`src/rtl/cafeteira_controle_pedidos.sv`:
```
// Coffee order controller.
// Assembles 4-byte frames (A5, drink, size, checksum) from the serial
// receiver and validates them. Accepted orders go into a small show-ahead
// FIFO, which is drained by the brewing unit through a valid/ready handshake.
module cafeteira_controle_pedidos #(
    parameter int FIFO_DEPTH     = 4,
    parameter int TIMEOUT_CICLOS = 50000,
    parameter int N_BEBIDAS      = 4
) (
    input  logic                        clock,
    input  logic                        reset,
    input  logic                        pronto,
    input  logic [7:0]                  dados,
    input  logic                        pedido_aceito,
    output logic                        pedido_valido,
    output logic [1:0]                  pedido_bebida,
    output logic [1:0]                  pedido_tamanho,
    output logic                        fila_vazia,
    output logic                        fila_cheia,
    output logic [$clog2(FIFO_DEPTH):0] ocupacao,
    output logic                        erro,
    output logic [1:0]                  erro_codigo
);
    localparam int PW = $clog2(FIFO_DEPTH);
    localparam int CW = PW + 1;
    localparam int TW = $clog2(TIMEOUT_CICLOS + 1);

    localparam logic [7:0]    CABECALHO    = 8'hA5;
    localparam logic [7:0]    N_BEB_B      = 8'(N_BEBIDAS);
    localparam logic [TW-1:0] TIMER_ULTIMO = TW'(TIMEOUT_CICLOS - 1);
    localparam logic [CW-1:0] CHEIA_VAL    = CW'(FIFO_DEPTH);

    localparam logic [1:0] COD_INVALIDO = 2'd1;
    localparam logic [1:0] COD_TIMEOUT  = 2'd2;
    localparam logic [1:0] COD_CHEIA    = 2'd3;

    typedef enum logic [1:0] {
        ESPERA_CAB,
        ESPERA_BEB,
        ESPERA_TAM,
        ESPERA_CHK
    } estado_t;

    // Parser state and registered outputs
    estado_t       estado_reg;
    logic [TW-1:0] timer_reg;
    logic [7:0]    bebida_reg;
    logic [7:0]    tamanho_reg;
    logic          push_req_reg;
    logic [3:0]    push_dado_reg;
    logic          erro_reg;
    logic [1:0]    erro_codigo_reg;

    // Order queue
    logic [3:0]    mem_reg [FIFO_DEPTH];
    logic [PW-1:0] wr_ptr_reg;
    logic [PW-1:0] rd_ptr_reg;
    logic [CW-1:0] count_reg;

    logic frame_ok;
    logic pop;
    logic push_ok;
    logic push_drop;

    // The checksum byte is the one on dados right now; drink and size are stored.
    assign frame_ok = (dados == (CABECALHO ^ bebida_reg ^ tamanho_reg))
                   && (bebida_reg < N_BEB_B)
                   && (tamanho_reg != 8'd0)
                   && (tamanho_reg <= 8'd3);

    assign fila_vazia = (count_reg == '0);
    assign fila_cheia = (count_reg == CHEIA_VAL);
    assign ocupacao   = count_reg;

    assign pedido_valido  = !fila_vazia;
    assign pedido_bebida  = fila_vazia ? 2'd0 : mem_reg[rd_ptr_reg][3:2];
    assign pedido_tamanho = fila_vazia ? 2'd0 : mem_reg[rd_ptr_reg][1:0];

    assign erro        = erro_reg;
    assign erro_codigo = erro_codigo_reg;

    // A full queue still accepts a push when the head leaves in the same cycle.
    assign pop       = pedido_valido && pedido_aceito;
    assign push_ok   = push_req_reg && (!fila_cheia || pop);
    assign push_drop = push_req_reg && fila_cheia && !pop;

    // Frame parser with inter-byte timeout; a byte on the timeout cycle wins.
    always_ff @(posedge clock or negedge reset) begin
        if (!reset) begin
            estado_reg      <= ESPERA_CAB;
            timer_reg       <= '0;
            bebida_reg      <= 8'd0;
            tamanho_reg     <= 8'd0;
            push_req_reg    <= 1'b0;
            push_dado_reg   <= 4'd0;
            erro_reg        <= 1'b0;
            erro_codigo_reg <= 2'd0;
        end else begin
            erro_reg     <= 1'b0;
            push_req_reg <= 1'b0;
            if (push_drop) begin
                erro_reg        <= 1'b1;
                erro_codigo_reg <= COD_CHEIA;
            end
            if (pronto) begin
                timer_reg <= '0;
                case (estado_reg)
                    ESPERA_CAB: begin
                        if (dados == CABECALHO) estado_reg <= ESPERA_BEB;
                    end
                    ESPERA_BEB: begin
                        bebida_reg <= dados;
                        estado_reg <= ESPERA_TAM;
                    end
                    ESPERA_TAM: begin
                        tamanho_reg <= dados;
                        estado_reg  <= ESPERA_CHK;
                    end
                    ESPERA_CHK: begin
                        estado_reg <= ESPERA_CAB;
                        if (frame_ok) begin
                            push_req_reg  <= 1'b1;
                            push_dado_reg <= {bebida_reg[1:0], tamanho_reg[1:0]};
                        end else begin
                            erro_reg        <= 1'b1;
                            erro_codigo_reg <= COD_INVALIDO;
                        end
                    end
                    default: estado_reg <= ESPERA_CAB;
                endcase
            end else if (estado_reg != ESPERA_CAB) begin
                if (timer_reg == TIMER_ULTIMO) begin
                    estado_reg      <= ESPERA_CAB;
                    timer_reg       <= '0;
                    erro_reg        <= 1'b1;
                    erro_codigo_reg <= COD_TIMEOUT;
                end else begin
                    timer_reg <= timer_reg + 1'b1;
                end
            end
        end
    end

    // Queue pointers and occupancy; pointers wrap naturally at the power-of-2 depth.
    always_ff @(posedge clock or negedge reset) begin
        if (!reset) begin
            wr_ptr_reg <= '0;
            rd_ptr_reg <= '0;
            count_reg  <= '0;
        end else begin
            if (push_ok) wr_ptr_reg <= wr_ptr_reg + 1'b1;
            if (pop)     rd_ptr_reg <= rd_ptr_reg + 1'b1;
            case ({push_ok, pop})
                2'b10:   count_reg <= count_reg + 1'b1;
                2'b01:   count_reg <= count_reg - 1'b1;
                default: count_reg <= count_reg;
            endcase
        end
    end

    // Queue storage; contents are don't-care while empty, so no reset needed.
    always_ff @(posedge clock) begin
        if (push_ok) mem_reg[wr_ptr_reg] <= push_dado_reg;
    end

endmodule
```
`config.mk`:
```
export PLATFORM = sky130hd
export DESIGN_NAME = cafeteira_controle_pedidos
export DESIGN_NICKNAME = d
export VERILOG_FILES = /design/src/rtl/cafeteira_controle_pedidos.sv
export SDC_FILE = /design/constraint.sdc
export NUM_CORES = 1
export LEC_CHECK = 0
export CAP_MARGIN = 30
export CORE_UTILIZATION = 40
export CTS_BUF_LIST = sky130_fd_sc_hd__clkbuf_4 sky130_fd_sc_hd__clkbuf_8
export CTS_CLUSTER_SIZE = 30
export DETAILED_ROUTE_END_ITERATION = 12
export HOLD_SLACK_MARGIN = 0.02
export SYNTH_ARGS = -nofsm -noshare
export SYNTH_HDL_FRONTEND = slang
export SYNTH_SLANG_ARGS = --single-unit
```
`constraint.sdc`:
```
create_clock -name clock -period 3 [get_ports clock]
set_clock_uncertainty 0.05 [all_clocks]
set_input_delay 0.6 -clock clock [delete_from_list [all_inputs] [get_ports clock]]
set_output_delay 0.6 -clock clock [all_outputs]
set_load 0.02 [all_outputs]
```
==> impl_metrics.yaml <==
outcome:
  outcome: "finished, final reports clean"
drt:
  remaining_drc_errors: 0
  dr.first_iter.drc_count: 70
  drtAntennaViolNets: 0
  dr.pass1.iters: 4
  wl_um: 5650
  vias_per_cell: 5.07
  vias: 1971
  avgRoutedWirePerCell_um: 14.5
min_path:
  hold_path.class: "in2async"
clock_network:
  cts_setup_buffers: 0
  ctsResizeCount: 0
  cts_buffer_depth: 2
  clk_pin_slew_ps: 80
  ctsHoldBuffers: 0
  clk_latency_ps: 350
  cts-root-buf: "clkbuf_8"
  cts_sinks: 65
  cts_tree: "built"
  cts_htree_levels: 3
  cts_buffers: 9
placement:
  gp_congestion: 0.741
  io_buffers: 24
  postPlaceCellArea_um2: 3470
  place_hpwl_um: 3970
grt:
  grt_use_total_pct: 15.7
  gr-total-overflow: 0
  grt_start_max_net_pins: 32
  grt_pass1_vias: 2043
  antenna_found_initial: 0
  grt_pass1_wl_um: 9890
critical_path:
  crit_type: "reg2out"
  start_kind: "flip-flop"
  timing.rr.end: "ocupacao[2]$_DFFE_PN0P_"
  cp_max_fo: 6
  required_ps: 2350
  r2r_slack_ps: 630
  critPathLaunch: "rd_ptr_reg[0]$_DFFE_PN0P_"
  worstSetupEndpoint: "pedido_tamanho[1]"
  end_kind: "primary output"
  r2r_start: "ocupacao[0]$_DFFE_PN0P_"
  ff2ff_path_depth: 10
  critPathArrivalTime_ps: 2090
die:
  core_area_um2: 7410
  die_h_um: 90.5
  start_util_pct: 42.3
  die_x_um: 90.5
  pin_count: 25
  num_rows: 31
  die_area_um2: 8190
yosys:
  synth_top_area_share_pct: 39.1
  yosysTopAreaCell: "dfrtp_1"
  synthMuxAreaShare_pct: 11.2
  synth_seq_area_share_pct: 54.5
  synth-compound-area-share_pct: 4.35
  ys_ff_latch: 65
  avgSynthCellArea_um2: 12.2
  synth_warnings: 0
  syn_area_um2: 3130
  synth-simple-area-share_pct: 17.1
  synthAdderAreaFrac_pct: 4.63
  synth.area.top_cells: "dfrtp_1, edfxtp_1, mux2_2, ha_1, xor2_1"
  synth_cell_types: 46
  netlist_instances: 256
  synth_edf_count: 16
  synthXorXnorAreaFrac_pct: 5.87
  synth_most_common_cell: "dfrtp_1"
  async_reset_ff_share_pct: 75.4
  synth_nets: 279
  ys.flop_type: "dfrtp_1"
  synth_top_family_by_area: "simple AND/OR/NAND/NOR gates"
  ys_top_cells_by_count: "dfrtp_1, nand2_1, edfxtp_1, mux2_2, nor2_1"
sta:
  hold_viol: 0
  period_needed_ps: 2740
  fin_crit_sh_pct: 91.4
  worstMarginPinSlew_ps: 886
  setup_viol: 0
  maxSlewHeadroom_pct: 40.8
  max_freq_mhz: 365
  fin_setup_tns_ps: 0
  drv_slew: 0
  grt_setup_unrepaired: "false"
final_layout:
  fin_nets: 308
  nFillCells: 680
  design_area_um2: 3680
  areaGrowthSynthToFinish_pct: 17.3
  antenna_cells: 0
  drive_gt1_share_pct: 16.9
power:
  netSwitchingFraction_pct: 33.1
  vdd_drop_max_v: 0.000325
  p_int_mw: 1.88
  p_per_area_nw_per_um2: 766
  clkPwrFrac_pct: 27.0
  pwr-share-seq_pct: 45.6
  power.leakage_nw: 1.58
  combPwrFrac_pct: 27.4
  power.switching_uw: 932
run:
  maxCapViolations: 0
[kinds of logic (layout without fill, tap and decap cells)]
| kind of cell | Yosys count | count (layout) |
|---|---|---|
| muxes | 26 | 26 |
| AOI/OAI and AO/OA | 23 | 23 |
| xor gates and xnor gates | 21 | 21 |
| adders and majority gates | 11 | 11 |
| and+or+nand+nor | 92 | 92 |
| buffers and inverters | 18 | 52 |
| DFF | 65 | 65 |
[area by class of cell]
type                    instances  area [um2]  share of cell area, %
repair buffers                 27         258                   7.01
inverters                       9        33.8                  0.919
flip-flops and latches         65        1710                   46.4
clock buffers                   9         124                   3.37
multi-input cells             173        1350                   36.8
well taps                      99         124                   3.37
clock inverters                 7        77.6                   2.11
[cell usage in the layout, fill, tap and decap left out, drive strengths merged, types with 2 or more instances in the layout]
| master | Yosys | layout |
|---|---|---|
| clkinv | 0 | 3 |
| edfxtp | 16 | 16 |
| and2 | 12 | 12 |
| clkbuf | 6 | 9 |
| or3 | 2 | 2 |
| mux2 | 20 | 20 |
| nor2b | 5 | 5 |
| nand4 | 6 | 6 |
| a21oi | 9 | 9 |
| nor2 | 16 | 16 |
| ha | 10 | 10 |
| mux4 | 4 | 4 |
| mux2i | 2 | 2 |
| nand2 | 18 | 18 |
| a31oi | 2 | 2 |
| and3 | 7 | 7 |
| clkdlybuf4s50 | 0 | 23 |
| nand2b | 2 | 2 |
| nor4 | 6 | 6 |
| dfrtp | 49 | 49 |
| inv | 9 | 11 |
| buf | 3 | 4 |
| o21bai | 2 | 2 |
| or4 | 3 | 3 |
| and4 | 3 | 3 |
| nor4b | 2 | 2 |
| o21ai | 6 | 6 |
| xnor2 | 8 | 8 |
| xor2 | 13 | 13 |
| nand3 | 3 | 3 |
[layer usage]
metal  vias up  track usage, %  part of all wire [%]
li1        966               -                     -
met1       960            20.2                    47
met2        38            24.4                    48
met3         7            4.21                   3.8
met4         0            7.66                   1.6
met5         -               0                     0
[critical path: stages, from the launching register on]
cell	delay (ps)
dfrtp_1	520
mux4_2	540
and2_1	160
clkdlybuf4s50_1	520
[power by group through the flow]
stage	Sequential [mW]	Combinational [mW]	Clock (mW)
3_5_place_dp	1.30	0.779	0
4_1_cts	1.28	0.786	0.776
3_3_place_gp	1.30	0.757	0
5_1_grt	1.32	0.862	0.820
2_1_floorplan	1.27	0.555	0
6_report	1.28	0.772	0.759
[stage by stage]
step | instances | hold WS, ps | total power [mW] | utilization, % | setup WS [ps]
after global routing | 389 | 312 | 3.00 | 49.6 | 131
after floorplan | 256 | 254 | 1.82 | - | 300
after detailed placement | 373 | 455 | 2.08 | 46.9 | 368
after global placement | 373 | 447 | 2.05 | 46.9 | 461
final | 389 | 252 | 2.82 | 49.6 | 258
after CTS | 389 | 275 | 2.85 | 49.6 | 222
[how the worst min path moves through the flow]
stage / startpoint / endpoint / slack (ps) / depth (start not counted)
6_report: reset / wr_ptr_reg[0]$_DFFE_PN0P_ / 250 / 1
5_1_grt: reset / rd_ptr_reg[0]$_DFFE_PN0P_ / 310 / 1
4_1_cts: reset / push_dado_reg[0]$_DFFE_PN0P_ / 270 / 1
3_5_place_dp: ocupacao[2]$_DFFE_PN0P_ / ocupacao[2]$_DFFE_PN0P_ / 460 / 1
3_3_place_gp: ocupacao[2]$_DFFE_PN0P_ / ocupacao[2]$_DFFE_PN0P_ / 450 / 1
2_1_floorplan: reset / bebida_reg[0]$_DFFE_PN0P_ / 250 / 0
Note: power is estimated with default switching activity, not from simulation.
